[config.mk]
export PLATFORM = sky130hd
export DESIGN_NAME = alu_issue_ctrl_flat
export DESIGN_NICKNAME = d
export VERILOG_FILES = /design/src/rtl/alu_issue_ctrl_if.sv /design/src/rtl/alu_issue_ctrl.sv /design/src/flat_wrapper.sv
export SDC_FILE = /design/constraint.sdc
export NUM_CORES = 1
export LEC_CHECK = 0
export CORE_ASPECT_RATIO = 0.6
export CORE_MARGIN = 3
export CORE_UTILIZATION = 45
export CTS_BUF_LIST = sky130_fd_sc_hd__clkbuf_8
export CTS_CLUSTER_DIAMETER = 200
export DETAILED_ROUTE_END_ITERATION = 16
export GPL_TIMING_DRIVEN = 0
export PLACE_DENSITY = 0.69
export SLEW_MARGIN = 20
export SYNTH_ARGS = -nofsm -noshare
export SYNTH_HDL_FRONTEND = slang
export SYNTH_SLANG_ARGS = --single-unit
[constraint.sdc]
create_clock -name clk -period 3.1 [get_ports clk]
set_input_delay 0.62 -clock clk [delete_from_list [all_inputs] [get_ports clk]]
set_output_delay 0.62 -clock clk [all_outputs]
set_load 0.1 [all_outputs]
[src/rtl/alu_issue_ctrl_if.sv]
// Bundle of the instruction-in, ALU-drive and result-out signals of alu_issue_ctrl.
// Both handshakes transfer on valid & ready at a rising clk edge; valid never waits on ready.
interface alu_issue_ctrl_if;
  logic        in_valid;
  logic [12:0] in_data;
  logic        in_ready;
  logic [3:0]  alu_a;
  logic [3:0]  alu_b;
  logic [3:0]  alu_op;
  logic [3:0]  alu_res;
  logic        res_valid;
  logic        res_ready;
  logic [3:0]  res_data;
  logic [3:0]  res_op;
  logic        res_zero;
  logic [7:0]  op_count;
  logic        busy;

  modport slave (
    input  in_valid, in_data, alu_res, res_ready,
    output in_ready, alu_a, alu_b, alu_op, res_valid, res_data, res_op, res_zero,
           op_count, busy
  );

  modport master (
    output in_valid, in_data, alu_res, res_ready,
    input  in_ready, alu_a, alu_b, alu_op, res_valid, res_data, res_op, res_zero,
           op_count, busy
  );
endinterface

[src/rtl/alu_issue_ctrl.sv]
// Issue front end for a 4-bit combinational ALU: instruction FIFO, IDLE/ISSUE/HOLD
// sequencer, result capture with optional chaining of the last result into operand A.
module alu_issue_ctrl #(
  parameter int DEPTH = 4
) (
  input  logic             clk,
  input  logic             rst,
  alu_issue_ctrl_if.slave  bus,
  output logic [1:0]       dbg_state_o
);
  localparam int AW = $clog2(DEPTH);
  localparam int CW = AW + 1;
  localparam logic [CW-1:0] FULL_CNT = CW'(DEPTH);

  typedef enum logic [1:0] {
    IDLE  = 2'd0,
    ISSUE = 2'd1,
    HOLD  = 2'd2
  } state_e;

  state_e          state_q, state_d;
  logic [12:0]     mem_q [DEPTH];
  logic [AW-1:0]   wr_ptr_q, rd_ptr_q;
  logic [CW-1:0]   count_q;
  logic [3:0]      alu_a_q, alu_b_q, alu_op_q;
  logic [3:0]      res_data_q, res_op_q, last_res_q;
  logic [7:0]      op_count_q;

  logic            fifo_empty, push, pop, capture;
  logic [12:0]     head;

  assign fifo_empty = (count_q == '0);
  assign head       = mem_q[rd_ptr_q];
  assign push       = bus.in_valid & bus.in_ready & ~rst;

  always_comb begin
    state_d = state_q;
    pop     = 1'b0;
    capture = 1'b0;
    unique case (state_q)
      IDLE: begin
        if (!fifo_empty) begin
          pop     = 1'b1;
          state_d = ISSUE;
        end
      end
      ISSUE: begin
        capture = 1'b1;
        state_d = HOLD;
      end
      HOLD: begin
        if (bus.res_ready) begin
          if (!fifo_empty) begin
            pop     = 1'b1;
            state_d = ISSUE;
          end else begin
            state_d = IDLE;
          end
        end
      end
      default: state_d = IDLE;
    endcase
  end

  // Storage is not reset: the pointers and count alone define which entries are live.
  always_ff @(posedge clk) begin
    if (push) mem_q[wr_ptr_q] <= bus.in_data;
  end

  always_ff @(posedge clk) begin
    if (rst) begin
      state_q    <= IDLE;
      wr_ptr_q   <= '0;
      rd_ptr_q   <= '0;
      count_q    <= '0;
      alu_a_q    <= '0;
      alu_b_q    <= '0;
      alu_op_q   <= '0;
      res_data_q <= '0;
      res_op_q   <= '0;
      last_res_q <= '0;
      op_count_q <= '0;
    end else begin
      state_q <= state_d;
      if (push) wr_ptr_q <= wr_ptr_q + AW'(1);
      if (pop)  rd_ptr_q <= rd_ptr_q + AW'(1);
      if (push && !pop)      count_q <= count_q + CW'(1);
      else if (pop && !push) count_q <= count_q - CW'(1);
      // Chained ops take the last captured result, which ISSUE always updates before any later load.
      if (pop) begin
        alu_op_q <= head[11:8];
        alu_b_q  <= head[3:0];
        alu_a_q  <= head[12] ? last_res_q : head[7:4];
      end
      if (capture) begin
        res_data_q <= bus.alu_res;
        res_op_q   <= alu_op_q;
        last_res_q <= bus.alu_res;
        op_count_q <= op_count_q + 8'd1;
      end
    end
  end

  assign bus.in_ready  = (count_q != FULL_CNT);
  assign bus.alu_a     = alu_a_q;
  assign bus.alu_b     = alu_b_q;
  assign bus.alu_op    = alu_op_q;
  assign bus.res_valid = (state_q == HOLD);
  assign bus.res_data  = res_data_q;
  assign bus.res_op    = res_op_q;
  assign bus.res_zero  = (res_data_q == 4'd0);
  assign bus.op_count  = op_count_q;
  assign bus.busy      = (state_q != IDLE) || !fifo_empty;
  assign dbg_state_o   = state_q;
endmodule

[src/flat_wrapper.sv]
// flat-port wrapper written by rule: the top's interface ports become plain ports
module alu_issue_ctrl_flat 
#(
  parameter int DEPTH = 4
)
  (clk, rst, dbg_state_o, bus_in_valid, bus_in_data, bus_alu_res, bus_res_ready, bus_in_ready, bus_alu_a, bus_alu_b, bus_alu_op, bus_res_valid, bus_res_data, bus_res_op, bus_res_zero, bus_op_count, bus_busy);
  alu_issue_ctrl_if bus_i ();
  input  logic clk;
  input  logic rst;
  output logic [1:0] dbg_state_o;
  input wire logic [$bits(bus_i.in_valid)-1:0] bus_in_valid;
  input wire logic [$bits(bus_i.in_data)-1:0] bus_in_data;
  input wire logic [$bits(bus_i.alu_res)-1:0] bus_alu_res;
  input wire logic [$bits(bus_i.res_ready)-1:0] bus_res_ready;
  output wire logic [$bits(bus_i.in_ready)-1:0] bus_in_ready;
  output wire logic [$bits(bus_i.alu_a)-1:0] bus_alu_a;
  output wire logic [$bits(bus_i.alu_b)-1:0] bus_alu_b;
  output wire logic [$bits(bus_i.alu_op)-1:0] bus_alu_op;
  output wire logic [$bits(bus_i.res_valid)-1:0] bus_res_valid;
  output wire logic [$bits(bus_i.res_data)-1:0] bus_res_data;
  output wire logic [$bits(bus_i.res_op)-1:0] bus_res_op;
  output wire logic [$bits(bus_i.res_zero)-1:0] bus_res_zero;
  output wire logic [$bits(bus_i.op_count)-1:0] bus_op_count;
  output wire logic [$bits(bus_i.busy)-1:0] bus_busy;
  assign bus_i.in_valid = bus_in_valid;
  assign bus_i.in_data = bus_in_data;
  assign bus_i.alu_res = bus_alu_res;
  assign bus_i.res_ready = bus_res_ready;
  assign bus_in_ready = bus_i.in_ready;
  assign bus_alu_a = bus_i.alu_a;
  assign bus_alu_b = bus_i.alu_b;
  assign bus_alu_op = bus_i.alu_op;
  assign bus_res_valid = bus_i.res_valid;
  assign bus_res_data = bus_i.res_data;
  assign bus_res_op = bus_i.res_op;
  assign bus_res_zero = bus_i.res_zero;
  assign bus_op_count = bus_i.op_count;
  assign bus_busy = bus_i.busy;
  alu_issue_ctrl #(.DEPTH(DEPTH)) u_core (.clk(clk), .rst(rst), .bus(bus_i), .dbg_state_o(dbg_state_o));
endmodule
# Yosys cells after proc, flatten, opt, wreduce, memory -nomap -nowiden
# Memory sizes are Yosys's and may differ from the RTL's. A register that Yosys moved wholly into a read port is not among the register bits.
# Index checks and enable logic that the tools add are counted.
# W data, S select, Z words.
[word_totals]
register_bits = 37
ramBits = 52
inputBits = 21
output_inout_bits = 34
word_cells = 51
n_memories = 1
[mem_list]
columns = ["memory", "words", "word_bits", "read_ports", "rd_ports_with_merged_regs", "wr", "line", "rtl"]
rows = [
  ["u_core.mem_q", 4, 13, 1, 1, 1, "alu_issue_ctrl.sv:22", "logic [12:0] mem_q [DEPTH];"],
]
[op_classes]
add_sub_neg = 5
eq_ne = 5
n_mux = 15
n_bitwise = 3
n_reduce_logical = 12
[op_table]
columns = ["operator", "count"]
rows = [
  ["$add A8 B1 Y8 const B", 1],
  ["$mux W2", 4],
  ["$mux W1", 6],
  ["$mux W3", 2],
  ["$pmux W2 S3", 1],
  ["$add A2 B1 Y2 const B", 2],
  ["$logic_not A4 Y1", 1],
  ["$mux W4", 1],
  ["$ne A2 B2 Y1 const B", 2],
  ["$reduce_bool A2 Y1", 2],
  ["$add A3 B1 Y3 const B", 1],
  ["$logic_not A1 Y1", 3],
  ["$logic_not A3 Y1", 1],
  ["$ne A3 B3 Y1 const B", 1],
  ["$sub A3 B1 Y3 const B", 1],
  ["$and A1 B1 Y1", 2],
  ["$eq A2 B1 Y1 const B", 1],
  ["$eq A2 B2 Y1 const B", 1],
  ["$logic_and A1 B1 Y1", 2],
  ["$logic_not A2 Y1", 1],
  ["$pmux W1 S2", 1],
  ["$reduce_and A2 Y1", 1],
  ["$logic_or A1 B1 Y1", 1],
  ["$not A1 Y1", 1],
]

# Longest topological paths before layout
[depth]
depth_word = 7
mapped_depth = 10
depth_no_buf = 9

# Worst setup path after synthesis
# OpenSTA, ideal clock, no wires.
[synth_path]
kind = "reg2out"
start = "reg u_core.res_data_q[0] (netlist: u_core.bus.res_data[0])"
end = "out bus_res_zero"
arrival_time_ns = 3.697
t_required_ns = 2.480
slack_ns = -1.217
path_stages_with_launch = 2
path_buffers = 0
path_cell_list = "dfxtp_1 nor4_1"
[synth_via]
elab_chain_len = 1
[synth_lines]
columns = ["item", "line", "rtl"]
rows = [
  ["start: declaration", "alu_issue_ctrl.sv:26", "logic [3:0] res_data_q, res_op_q, last_res_q;"],
  ["start signal: assignment", "alu_issue_ctrl.sv:96", "res_data_q <= bus.alu_res;"],
  ["$logic_not A4 Y1", "alu_issue_ctrl.sv:111", "assign bus.res_zero = (res_data_q == 4'd0);"],
  ["end: declaration", "flat_wrapper.sv:22", "output wire logic [$bits(bus_i.res_zero)-1:0] bus_res_zero;"],
]
# Every way passes these cells.

# Final worst setup path
# Same ends and word-level chain as after synthesis.

==> impl_metrics.py <==
metrics = {
    "outcome": {
        "status": "completed",
    },
    "timing": {
        "fin_crit_sh": 0.9161,
        "hold_viol": 0,
        "fin_crit_ns": 2.840,
        "relSlewSlack": 0.3252,
        "worstMarginPinSlew_ns": 1.009,
        "skew_ns": 0.008571,
        "rsz0062_at_grt": "no",
        "hold_ws_ns": 0.4608,
        "fmax_mhz": 352.1,
        "setup_slack_ns": 0.2600,
        "setup-violations-final": 0,
        "drv_slew": 0,
    },
    "logic_synthesis": {
        "syn_inst": 253,
        "synth_warnings": 0,
        "ys_types": 32,
        "synth_edf_count": 52,
        "synth.avg_cell_area_um2": 13.77,
        "synth_seq_cells": 91,
        "async_flop_share": 0,
        "synth_area_um2": 3483,
        "syn_nets": 281,
        "yosysSeqAreaShare": 0.6724,
        "ys.flop_type": "edfxtp_1",
    },
    "worst_setup_path": {
        "crit_path_end_kind": "output port",
        "critical_path_peak_fanout": 4,
        "worstPathRequired_ns": 2.48,
        "crit_type": "register to output port",
        "critical_path_arrival_ns": 2.22,
        "cp-start-kind": "register",
    },
    "grt": {
        "grt_max_degree": 15,
        "grt_pass1_vias": 2013,
        "grt-ovfl-total": 0,
        "grt_use_total": 0.1614,
        "grt_pass1_wl_mm": 10.50,
        "grt_antenna_before_repair": 0,
    },
    "place": {
        "place_congestion": 0.7491,
        "port_buffers": 54,
        "dp_cells": 411,
        "hpwl_mm": 5.111,
        "place_ws_ns": -0.08402,
    },
    "route": {
        "vias": 2137,
        "drt-total-wl_mm": 6.791,
        "drt-wirelength-per-cell_um": 15.90,
        "postRouteAntennaNets": 0,
        "post_drt_via_cell_ratio": 5.005,
        "drtPass1Iterations": 4,
        "drt_iter0_drc": 146,
        "drc": 0,
    },
    "clock_tree": {
        "cts_buffers": 9,
        "postCtsHoldBufs": 0,
        "cts_resized": 0,
        "cts_tree": "yes",
        "post_cts_buffers": 0,
        "htreeDepth": 3,
        "clkSinkCount": 91,
        "clk_latency_ns": 0.35,
        "cts_max_path_buffers": 2,
        "root_buffer": "clkbuf_8",
        "clk_pin_slew_ns": 0.08,
    },
    "power": {
        "p_per_area_nw_per_um2": 969.9,
        "power.leakage_uw": 0.001468,
        "peakVddDrop_mv": 0.4964,
    },
    "die": {
        "die_w_um": 119.6,
        "io_pins": 55,
        "core-area_um2": 7387,
        "die_area_um2": 8867,
        "die_h_um": 74.15,
        "initial_core_util": 0.4715,
        "placementRows": 24,
    },
    "finish": {
        "area_delta_synth_final_pct": 24.96,
        "final_util": 0.5893,
        "finalNonFillerCells": 427,
        "n_antenna_cell": 0,
        "drive_gt1_frac": 0.1115,
        "fin_nets": 346,
    },
    "run": {
        "maxCapViolations": 0,
    },
    "min_path": {
        "hp-class": "register to register",
    },
}
-- layer usage --
layer / GRT usage / vias to the layer above / wire, um
li1: - / 1040 / -
met1: 0.2301 / 1042 / 3384
met4: 0.07234 / 0 / 119
met2: 0.2300 / 44 / 2940
met3: 0.05091 / 11 / 346
met5: 0 / - / 0
-- kinds of logic after synthesis --
kind of cell	share of synthesized area
xor+xnor	0.02263
compound gates	0.04741
fa+ha+maj	0.02730
flops	0.6724
simple gates	0.1099
mux	0.1006
buf+inv	0.01975
-- flip-flops by register name, indices dropped and copies added (netlist names), named ones only --
register,cells
u_core.bus.res_data,4
u_core.bus.op_count,8
u_core.count_q,3
u_core.rd_ptr_q,2
u_core.mem_q,52
u_core.bus.alu_a,4
u_core.wr_ptr_q,2
u_core.bus.res_op,4
u_core.bus.alu_b,4
u_core.dbg_state_o,2
u_core.bus.alu_op,4
-- worst max-delay path, cell delays in order (launching register included) --
cell and delay [ns]:
dfxtp_1 0.39, nor4_4 0.30, clkdlybuf4s50_1 1.17
-- stage by stage --
step / area [um^2] / power (uW) / TNS [ns]
6_report: 4353 / 4222 / 0
3_3_place_gp: 4169 / 3482 / 0
3_5_place_dp: 4169 / 3525 / -0.08402
4_1_cts: 4353 / 4266 / 0
5_1_grt: 4353 / 4428 / 0
2_1_floorplan: 3498 / 3060 / 0
-- cell usage after synthesis (3+ instances only) --
| master | instances | area, um^2 |
|---|---|---|
| or3_1 | 4 | 25.02 |
| mux4_2 | 11 | 247.7 |
| edfxtp_1 | 52 | 1562 |
| a211oi_1 | 4 | 30.03 |
| a21oi_1 | 23 | 115.1 |
| xnor2_1 | 6 | 52.55 |
| ha_1 | 6 | 75.07 |
| dfxtp_1 | 39 | 780.8 |
| nor2_1 | 17 | 63.81 |
| inv_1 | 4 | 15.01 |
| nand2_1 | 43 | 161.4 |
| and2_1 | 4 | 25.02 |
| mux2i_1 | 5 | 50.05 |
| clkbuf_1 | 4 | 15.01 |
| o21ai_0 | 4 | 20.02 |
| buf_2 | 4 | 20.02 |
| xor2_1 | 3 | 26.28 |
| nor2b_1 | 3 | 18.77 |
-- power breakdown --
part | internal, uW | switching [uW] | leakage, uW | total, uW
Clock | 362 | 375 | 0.0000976 | 738
Combinational | 545 | 1350 | 0.000580 | 1890
Sequential | 1450 | 141 | 0.000791 | 1590
-- layout make-up --
type	instances	area [um^2]
Fill cell	609	3034
Sequential cell	91	2342
Multi-Input combinational cell	147	1087
Timing Repair Buffer	54	540.5
Tap cell	104	130.1
Clock buffer	9	123.9
Clock inverter	7	60.06
Buffer	10	50.05
Inverter	5	18.77
-- worst paths after layout --
| check | startpoint | to | slack (ns) | cells past startpoint |
|---|---|---|---|---|
| hold / removal | u_core.bus.alu_b[1] | u_core.bus.alu_b[1] | 0.46 | 2 |
| setup reg to reg | u_core.dbg_state_o[1] | u_core.count_q[2] | 0.48 | 10 |
| setup / recovery | u_core.bus.res_data[0] | bus_res_zero | 0.26 | 2 |
| hold reg to reg | u_core.bus.alu_b[1] | u_core.bus.alu_b[1] | 0.46 | 2 |
-- layout by cell type (no fill, tap or decap), types with 2 or more instances in the layout --
cell and n:
mux4_2 11, clkdlybuf4s50_1 54, nor2_1 17, inv_1 5
clkbuf_1 4, clkbuf_8 9, ha_1 6, mux2i_1 5
a21oi_1 23, nand2_1 43, o21ai_0 4, nor2b_1 3
nor3_1 2, dfxtp_1 39, mux4_1 2, edfxtp_1 52
xor2_1 3, or3_1 4, xnor2_1 6, nand2b_1 2
clkinv_2 3, a211oi_1 4, and2_1 4, buf_2 4
Note: power is estimated with default switching activity, not from simulation.
